**config.mk**
```make
export PLATFORM = sky130hd
export DESIGN_NAME = mc_sequencer
export DESIGN_NICKNAME = d
export VERILOG_FILES = /design/src/rtl/mc_pkg.sv /design/src/rtl/mc_decode.sv /design/src/rtl/mc_sequencer.sv
export SDC_FILE = /design/constraint.sdc
export NUM_CORES = 1
export LEC_CHECK = 0
export BUFFER_PORTS_ARGS = -buffer_cell sky130_fd_sc_hd__buf_2
export CORE_ASPECT_RATIO = 1.4
export CORE_UTILIZATION = 50
export CTS_BUF_LIST = sky130_fd_sc_hd__clkbuf_8
export DETAILED_ROUTE_END_ITERATION = 8
export PLACE_DENSITY = 0.78
export RECOVER_POWER = 100
export SKIP_CTS_REPAIR_TIMING = 1
export SYNTH_ARGS = -nofsm -noshare
export SYNTH_HDL_FRONTEND = slang
export SYNTH_SLANG_ARGS = --single-unit
```
**constraint.sdc**
```tcl
create_clock -name clk -period 9.51 [get_ports clk]
set_input_delay 1.902 -clock clk [delete_from_list [all_inputs] [get_ports clk]]
set_output_delay 1.902 -clock clk [all_outputs]
set_load 0.005 [all_outputs]
```
**src/rtl/mc_pkg.sv**
```systemverilog
// Shared encodings for the multi-cycle MIPS control sequencer: opcodes, FSM states,
// datapath mux selects and the decoded instruction class.
package mc_pkg;

  localparam logic [5:0] OP_RTYPE = 6'b000000;
  localparam logic [5:0] OP_ORI   = 6'b001101;
  localparam logic [5:0] OP_LUI   = 6'b001111;
  localparam logic [5:0] OP_LW    = 6'b100011;
  localparam logic [5:0] OP_SW    = 6'b101011;
  localparam logic [5:0] OP_BEQ   = 6'b000100;
  localparam logic [5:0] OP_JAL   = 6'b000011;

  localparam logic [5:0] FN_SLL  = 6'b000000;
  localparam logic [5:0] FN_JR   = 6'b001000;
  localparam logic [5:0] FN_ADDU = 6'b100001;
  localparam logic [5:0] FN_SUBU = 6'b100011;

  typedef enum logic [3:0] {
    S_FETCH  = 4'd0,
    S_DECODE = 4'd1,
    S_EXEC_R = 4'd2,
    S_EXEC_I = 4'd3,
    S_ADDR   = 4'd4,
    S_MEM_RD = 4'd5,
    S_MEM_WR = 4'd6,
    S_WB     = 4'd7,
    S_BRANCH = 4'd8,
    S_JUMP   = 4'd9
  } state_e;

  localparam logic [1:0] PC_PLUS4  = 2'd0;
  localparam logic [1:0] PC_BRANCH = 2'd1;
  localparam logic [1:0] PC_JUMP   = 2'd2;
  localparam logic [1:0] PC_REG    = 2'd3;

  localparam logic [1:0] DST_RT = 2'd0;
  localparam logic [1:0] DST_RD = 2'd1;
  localparam logic [1:0] DST_RA = 2'd2;

  localparam logic [1:0] WD_ALU = 2'd0;
  localparam logic [1:0] WD_MEM = 2'd1;
  localparam logic [1:0] WD_PC  = 2'd2;

  localparam logic [1:0] SRCB_RT   = 2'd0;
  localparam logic [1:0] SRCB_ZEXT = 2'd1;
  localparam logic [1:0] SRCB_SEXT = 2'd2;
  localparam logic [1:0] SRCB_HI   = 2'd3;

  localparam logic [2:0] ALU_ADD  = 3'd0;
  localparam logic [2:0] ALU_SUB  = 3'd1;
  localparam logic [2:0] ALU_OR   = 3'd2;
  localparam logic [2:0] ALU_PASS = 3'd3;

  typedef enum logic [3:0] {
    CLS_NOP, CLS_ADDU, CLS_SUBU, CLS_JR, CLS_ORI, CLS_LUI,
    CLS_LW, CLS_SW, CLS_BEQ, CLS_JAL, CLS_ILL
  } cls_e;

  typedef struct packed {
    logic       mem_req;
    logic       mem_we;
    logic       mem_addr_sel;
    logic       ir_we;
    logic       pc_we;
    logic [1:0] pc_src;
    logic       reg_we;
    logic [1:0] reg_dst;
    logic [1:0] wd_sel;
    logic [1:0] alu_src_b;
    logic [2:0] alu_op;
    logic       instr_done;
    logic       illegal;
  } ctrl_t;

endpackage

```
**src/rtl/mc_decode.sv**
```systemverilog
// Combinational instruction classifier: opcode/funct to instruction class plus an
// unsupported-encoding flag.
module mc_decode
  import mc_pkg::*;
(
  input  logic [5:0] opcode_i,
  input  logic [5:0] funct_i,
  output cls_e       cls_o,
  output logic       illegal_o
);

  // NOTE: default assignment first so every path drives cls_o and no latch is inferred.
  always_comb begin
    cls_o = CLS_ILL;
    case (opcode_i)
      OP_RTYPE: begin
        case (funct_i)
          FN_ADDU: cls_o = CLS_ADDU;
          FN_SUBU: cls_o = CLS_SUBU;
          FN_JR:   cls_o = CLS_JR;
          FN_SLL:  cls_o = CLS_NOP;
          default: cls_o = CLS_ILL;
        endcase
      end
      OP_ORI:  cls_o = CLS_ORI;
      OP_LUI:  cls_o = CLS_LUI;
      OP_LW:   cls_o = CLS_LW;
      OP_SW:   cls_o = CLS_SW;
      OP_BEQ:  cls_o = CLS_BEQ;
      OP_JAL:  cls_o = CLS_JAL;
      default: cls_o = CLS_ILL;
    endcase
  end

  assign illegal_o = (cls_o == CLS_ILL);

endmodule

```
**src/rtl/mc_sequencer.sv**
```systemverilog
// Multi-cycle MIPS control FSM: sequences fetch/decode/execute/memory/writeback over a
// shared datapath with a req/ack memory handshake, and counts retired instructions.
module mc_sequencer
  import mc_pkg::*;
#(
  parameter int CNT_W = 32
) (
  input  logic             clk,
  input  logic             reset,
  input  logic [5:0]       opcode,
  input  logic [5:0]       funct,
  input  logic             zero,
  input  logic             mem_ack,
  output logic             mem_req,
  output logic             mem_we,
  output logic             mem_addr_sel,
  output logic             ir_we,
  output logic             pc_we,
  output logic [1:0]       pc_src,
  output logic             reg_we,
  output logic [1:0]       reg_dst,
  output logic [1:0]       wd_sel,
  output logic [1:0]       alu_src_b,
  output logic [2:0]       alu_op,
  output logic [3:0]       state_o,
  output logic             instr_done,
  output logic             illegal,
  output logic [CNT_W-1:0] retired
);

  state_e           state_q;
  cls_e             cls_q;
  cls_e             dec_cls;
  logic             dec_illegal;
  logic             active_q;
  logic [CNT_W-1:0] retired_q;
  ctrl_t            ctrl;

  mc_decode u_decode (
    .opcode_i  (opcode),
    .funct_i   (funct),
    .cls_o     (dec_cls),
    .illegal_o (dec_illegal)
  );

  // active_q is cleared asynchronously, so every enable (mem_req included) drops the
  // instant reset asserts, and the first fetch request appears one edge after release.
  always_ff @(posedge clk or negedge reset) begin
    if (!reset) begin
      state_q   <= S_FETCH;
      cls_q     <= CLS_NOP;
      active_q  <= 1'b0;
      retired_q <= '0;
    end else begin
      // NOTE: non-blocking assignments keep every register update on the same edge.
      active_q <= 1'b1;
      if (ctrl.instr_done) retired_q <= retired_q + CNT_W'(1);
      if (active_q) begin
        case (state_q)
          S_FETCH:  if (mem_ack) state_q <= S_DECODE;
          S_DECODE: begin
            cls_q <= dec_cls;
            case (dec_cls)
              CLS_ADDU, CLS_SUBU: state_q <= S_EXEC_R;
              CLS_ORI, CLS_LUI:   state_q <= S_EXEC_I;
              CLS_LW, CLS_SW:     state_q <= S_ADDR;
              CLS_BEQ:            state_q <= S_BRANCH;
              CLS_JAL, CLS_JR:    state_q <= S_JUMP;
              default:            state_q <= S_FETCH;
            endcase
          end
          S_EXEC_R, S_EXEC_I: state_q <= S_WB;
          S_ADDR:   state_q <= (cls_q == CLS_LW) ? S_MEM_RD : S_MEM_WR;
          S_MEM_RD: if (mem_ack) state_q <= S_WB;
          S_MEM_WR: if (mem_ack) state_q <= S_FETCH;
          default:  state_q <= S_FETCH;
        endcase
      end
    end
  end

  // Outputs are a pure function of the registered state and decoded class; only the
  // ack-qualified enables and the branch pc_we look at live inputs.
  always_comb begin
    ctrl = '0;
    if (active_q) begin
      case (state_q)
        S_FETCH: begin
          ctrl.mem_req = 1'b1;
          ctrl.ir_we   = mem_ack;
          ctrl.pc_we   = mem_ack;
          ctrl.pc_src  = PC_PLUS4;
        end
        S_DECODE: begin
          ctrl.instr_done = (dec_cls == CLS_NOP);
          ctrl.illegal    = dec_illegal;
        end
        S_EXEC_R: begin
          ctrl.alu_src_b = SRCB_RT;
          ctrl.alu_op    = (cls_q == CLS_SUBU) ? ALU_SUB : ALU_ADD;
        end
        S_EXEC_I: begin
          ctrl.alu_src_b = (cls_q == CLS_ORI) ? SRCB_ZEXT : SRCB_HI;
          ctrl.alu_op    = (cls_q == CLS_ORI) ? ALU_OR : ALU_PASS;
        end
        S_ADDR: begin
          ctrl.alu_src_b = SRCB_SEXT;
          ctrl.alu_op    = ALU_ADD;
        end
        S_MEM_RD: begin
          ctrl.mem_req      = 1'b1;
          ctrl.mem_addr_sel = 1'b1;
        end
        S_MEM_WR: begin
          ctrl.mem_req      = 1'b1;
          ctrl.mem_addr_sel = 1'b1;
          ctrl.mem_we       = 1'b1;
          ctrl.instr_done   = mem_ack;
        end
        S_WB: begin
          ctrl.reg_we     = 1'b1;
          ctrl.reg_dst    = (cls_q == CLS_ADDU || cls_q == CLS_SUBU) ? DST_RD : DST_RT;
          ctrl.wd_sel     = (cls_q == CLS_LW) ? WD_MEM : WD_ALU;
          ctrl.instr_done = 1'b1;
        end
        S_BRANCH: begin
          ctrl.alu_src_b  = SRCB_RT;
          ctrl.alu_op     = ALU_SUB;
          ctrl.pc_we      = zero;
          ctrl.pc_src     = PC_BRANCH;
          ctrl.instr_done = 1'b1;
        end
        S_JUMP: begin
          ctrl.pc_we      = 1'b1;
          ctrl.instr_done = 1'b1;
          if (cls_q == CLS_JAL) begin
            ctrl.pc_src  = PC_JUMP;
            ctrl.reg_we  = 1'b1;
            ctrl.reg_dst = DST_RA;
            ctrl.wd_sel  = WD_PC;
          end else begin
            ctrl.pc_src = PC_REG;
          end
        end
        default: ctrl = '0;
      endcase
    end
  end

  assign mem_req      = ctrl.mem_req;
  assign mem_we       = ctrl.mem_we;
  assign mem_addr_sel = ctrl.mem_addr_sel;
  assign ir_we        = ctrl.ir_we;
  assign pc_we        = ctrl.pc_we;
  assign pc_src       = ctrl.pc_src;
  assign reg_we       = ctrl.reg_we;
  assign reg_dst      = ctrl.reg_dst;
  assign wd_sel       = ctrl.wd_sel;
  assign alu_src_b    = ctrl.alu_src_b;
  assign alu_op       = ctrl.alu_op;
  assign instr_done   = ctrl.instr_done;
  assign illegal      = ctrl.illegal;
  assign state_o      = state_q;
  assign retired      = retired_q;

endmodule

```
==> flow_summary.ini <==
[yosys]
synth_warnings = 0
synthCells = 278
netlist_area_um2 = 2591
synth-compound-area-share = 0.1135
async_reset_ff_frac = 1.000
synthXorXnorAreaFrac = 0.1183
synthMuxAreaShare = 0.01642
ys_seq_elements = 41
synth_cell_types = 49
synth-edff-count = 0
yosys.area.top_type_share = 0.3959
seq_area_frac_synth = 0.3959
syn_nets = 299
syn_avg_cell_area_um2 = 9.321
synth_area_leader_cell = dfrtp_1
synth_flop_cell = dfrtp_1
synth_area_leaders = dfrtp_1 40%, xor2_1 10%, nor2_1 4.1%
yosys.area_share.simple = 0.2892
synth-adder-area-share = 0.02414
synth_top_family_by_area = simple AND/OR/NAND/NOR gates

[global_route]
grt_max_degree = 42
grt_overflow_total = 0
antenna_found_initial = 0
grt_pass1_vias = 2106
grt_pass1_wl_um = 9639
grt_use_total = 0.2260

[die]
core_area_um2 = 4917
die_y_um = 87.18
pin_count = 71
rows = 30
start_util = 0.5270
fp.dieArea_um2 = 5478
die_w_um = 62.84

[critical_path]
cp-startpoint = opcode[0]
reg2reg_from = state_o[1]
rrSetupSlack_ps = 6940
critPathRequiredTime_ps = 7610
crit_type = primary input to output pin
startpoint_type = primary input
crit_path_top_delay_cell = or4_2
crit_chain = clkbuf_1, or4_1, or3_1, or4_2, a211oi_1, ha_1, nor4bb_1, a31oi_2, clkbuf_1, inv_1, clkbuf_1
cpPeakStageDelay_ps = 610
end_kind = output pin
crit_fanout = 22
crit_buf_inv = 4
cpMostUsedCell = clkbuf_1
arrival_ps = 5590
cp_top_family = simple AND/OR/NAND/NOR gates

[clocking]
cts_num_sinks = 41
numCtsBuffers = 5
cts_tree = done
htreeDepth = 2
clock_path_buffers = 2
insertion_delay_ps = 300
clockRootBuffer = clkbuf_8
path_clk_slew_ps = 80

[cells_and_area]
fin_area_um2 = 2955
mostFrequentLayoutCell = dfrtp_1
antenna_cells = 0
drive_above_1_share = 0.1623
final_nets = 365
final_cells = 409
syn_to_final_growth_pct = 14.05
most-common-layout-cells = 41 x dfrtp_1, 39 x buf_2, 30 x xor2_1, 28 x nor2_1, 26 x clkbuf_1

[detailed_routing]
ant_nets = 0
viasPerCell = 5.653
drcViolationCount = 0
drt-total-wl_um = 5979
vias = 2312
drtIter0Drc = 108
routedWlPerCell_um = 14.62
dr.pass1.iters = 4

[sta]
rsz0062_at_grt = no
worst_pin_slew_ps = 2176
fin_crit_sh = 0.7883
finalCriticalPeriod_ps = 7496
slew_viol_final = 42
hold_viol = 0
final-setup-viol-count = 0
max_clock_freq_mhz = 133.4
finClkSkew_ps = 6.654
tns_ps = 0
slew_headroom = -0.4509

[pwr]
intPower_uw = 351.2
power_frac_clock = 0.258
seq_power_share = 0.447
p_comb_frac = 0.295
peakVddDrop_uv = 100.6
power_leakage_uw = 0.001287
swShare = 0.3675
power.switching_uw = 204.0
powerDensity_nw_per_um2 = 187.9

[status]
failed_checks = max-capacitance violations, max-slew violations
status = finished with violations

[min_path]
min-delay-path-class = register to register
min_from = retired[31]

[placement]
io_buffer_count = 69
dpl.hpwl_um = 4433
dp_cells = 401
postPlaceCellArea_um2 = 2962
gp_congestion = 0.8225

[job]
drv_cap = 1
[registers in the layout, indices dropped and copies added (netlist names)]
name      cells
active_q      1
cls_q         4
state_o       4
retired      32
[layer usage]
metal  track usage  vias up  part of all wire
li1              -     1121                 -
met3       0.03665       16             0.043
met4        0.1078        0             0.026
met2        0.4061       76              0.52
met5             0        -                 0
met1        0.2608     1099              0.41
[synth_stat cells, types with 2 or more instances]
library cell,count
dfrtp_1,41
xor2_1,30
nor2_1,28
nand2_1,24
nor3_1,15
nand3_1,11
a21oi_1,10
o21ai_0,10
inv_1,9
nor2b_1,7
nand4_1,6
clkbuf_1,5
ha_1,5
xnor2_1,5
and3_1,4
nand2b_1,4
nor3b_1,4
nor4_2,4
nor4b_2,4
or3_1,4
buf_4,3
nand3b_1,3
o211ai_1,3
a21boi_0,2
a31oi_1,2
a32oi_1,2
and4_1,2
buf_6,2
conb_1,2
mux2_2,2
mux2i_1,2
nor4_1,2
nor4b_1,2
o22ai_1,2
o31ai_1,2
or4_4,2
[logic make-up (layout without fill, tap and decap cells)]
logic type	after synthesis	in the layout
AND/OR/NAND/NOR	130	130
multiplexers	4	4
buffers and inverters	20	87
AO/OA/AOI/OAI	41	41
adder cells (fa/ha/maj)	5	5
flip-flops	41	41
other	2	2
XOR/XNOR	35	35
[through the flow]
stage               utilization  worst slack (ps)  total power (uW)  hold WS (ps)
CTS                      0.6260              2672             568.5         476.3
global placement         0.6023              2717             418.7         452.9
floorplan                     -              3036             357.1         464.7
global route             0.6010              1751             595.0         506.0
finish                   0.6010              2014             555.2         466.9
detailed placement       0.6023              2667             424.2         465.6
[worst paths after layout]
| path | end | cells after the start |
|---|---|---|
| max reg2reg | retired[1] | 6 |
| max in group asynchronous | state_o[0] | 1 |
| min in group asynchronous | retired[21] | 1 |
| min reg2reg | retired[31] | 1 |
| min | retired[31] | 1 |
| max | instr_done | 11 |
[final cells by class]
cell class / count / area (um2)
clock buffers: 6 / 82.58
clock inverters: 2 / 33.78
fillers: 456 / 1962
inverters: 9 / 33.78
multi-input cells: 217 / 1381
flip-flops and latches: 41 / 1026
well taps: 64 / 80.08
repair buffers: 70 / 317.8
[power groups by stage]
stage / logic, uW / registers (uW) / clock network (uW)
after global routing: 185 / 254 / 156
after global placement: 170 / 248 / 0
after floorplan: 130 / 227 / 0
final: 164 / 248 / 143
after detailed placement: 174 / 251 / 0
after CTS: 175 / 247 / 147
No activity file was read; power rests on OpenSTA's default activity.
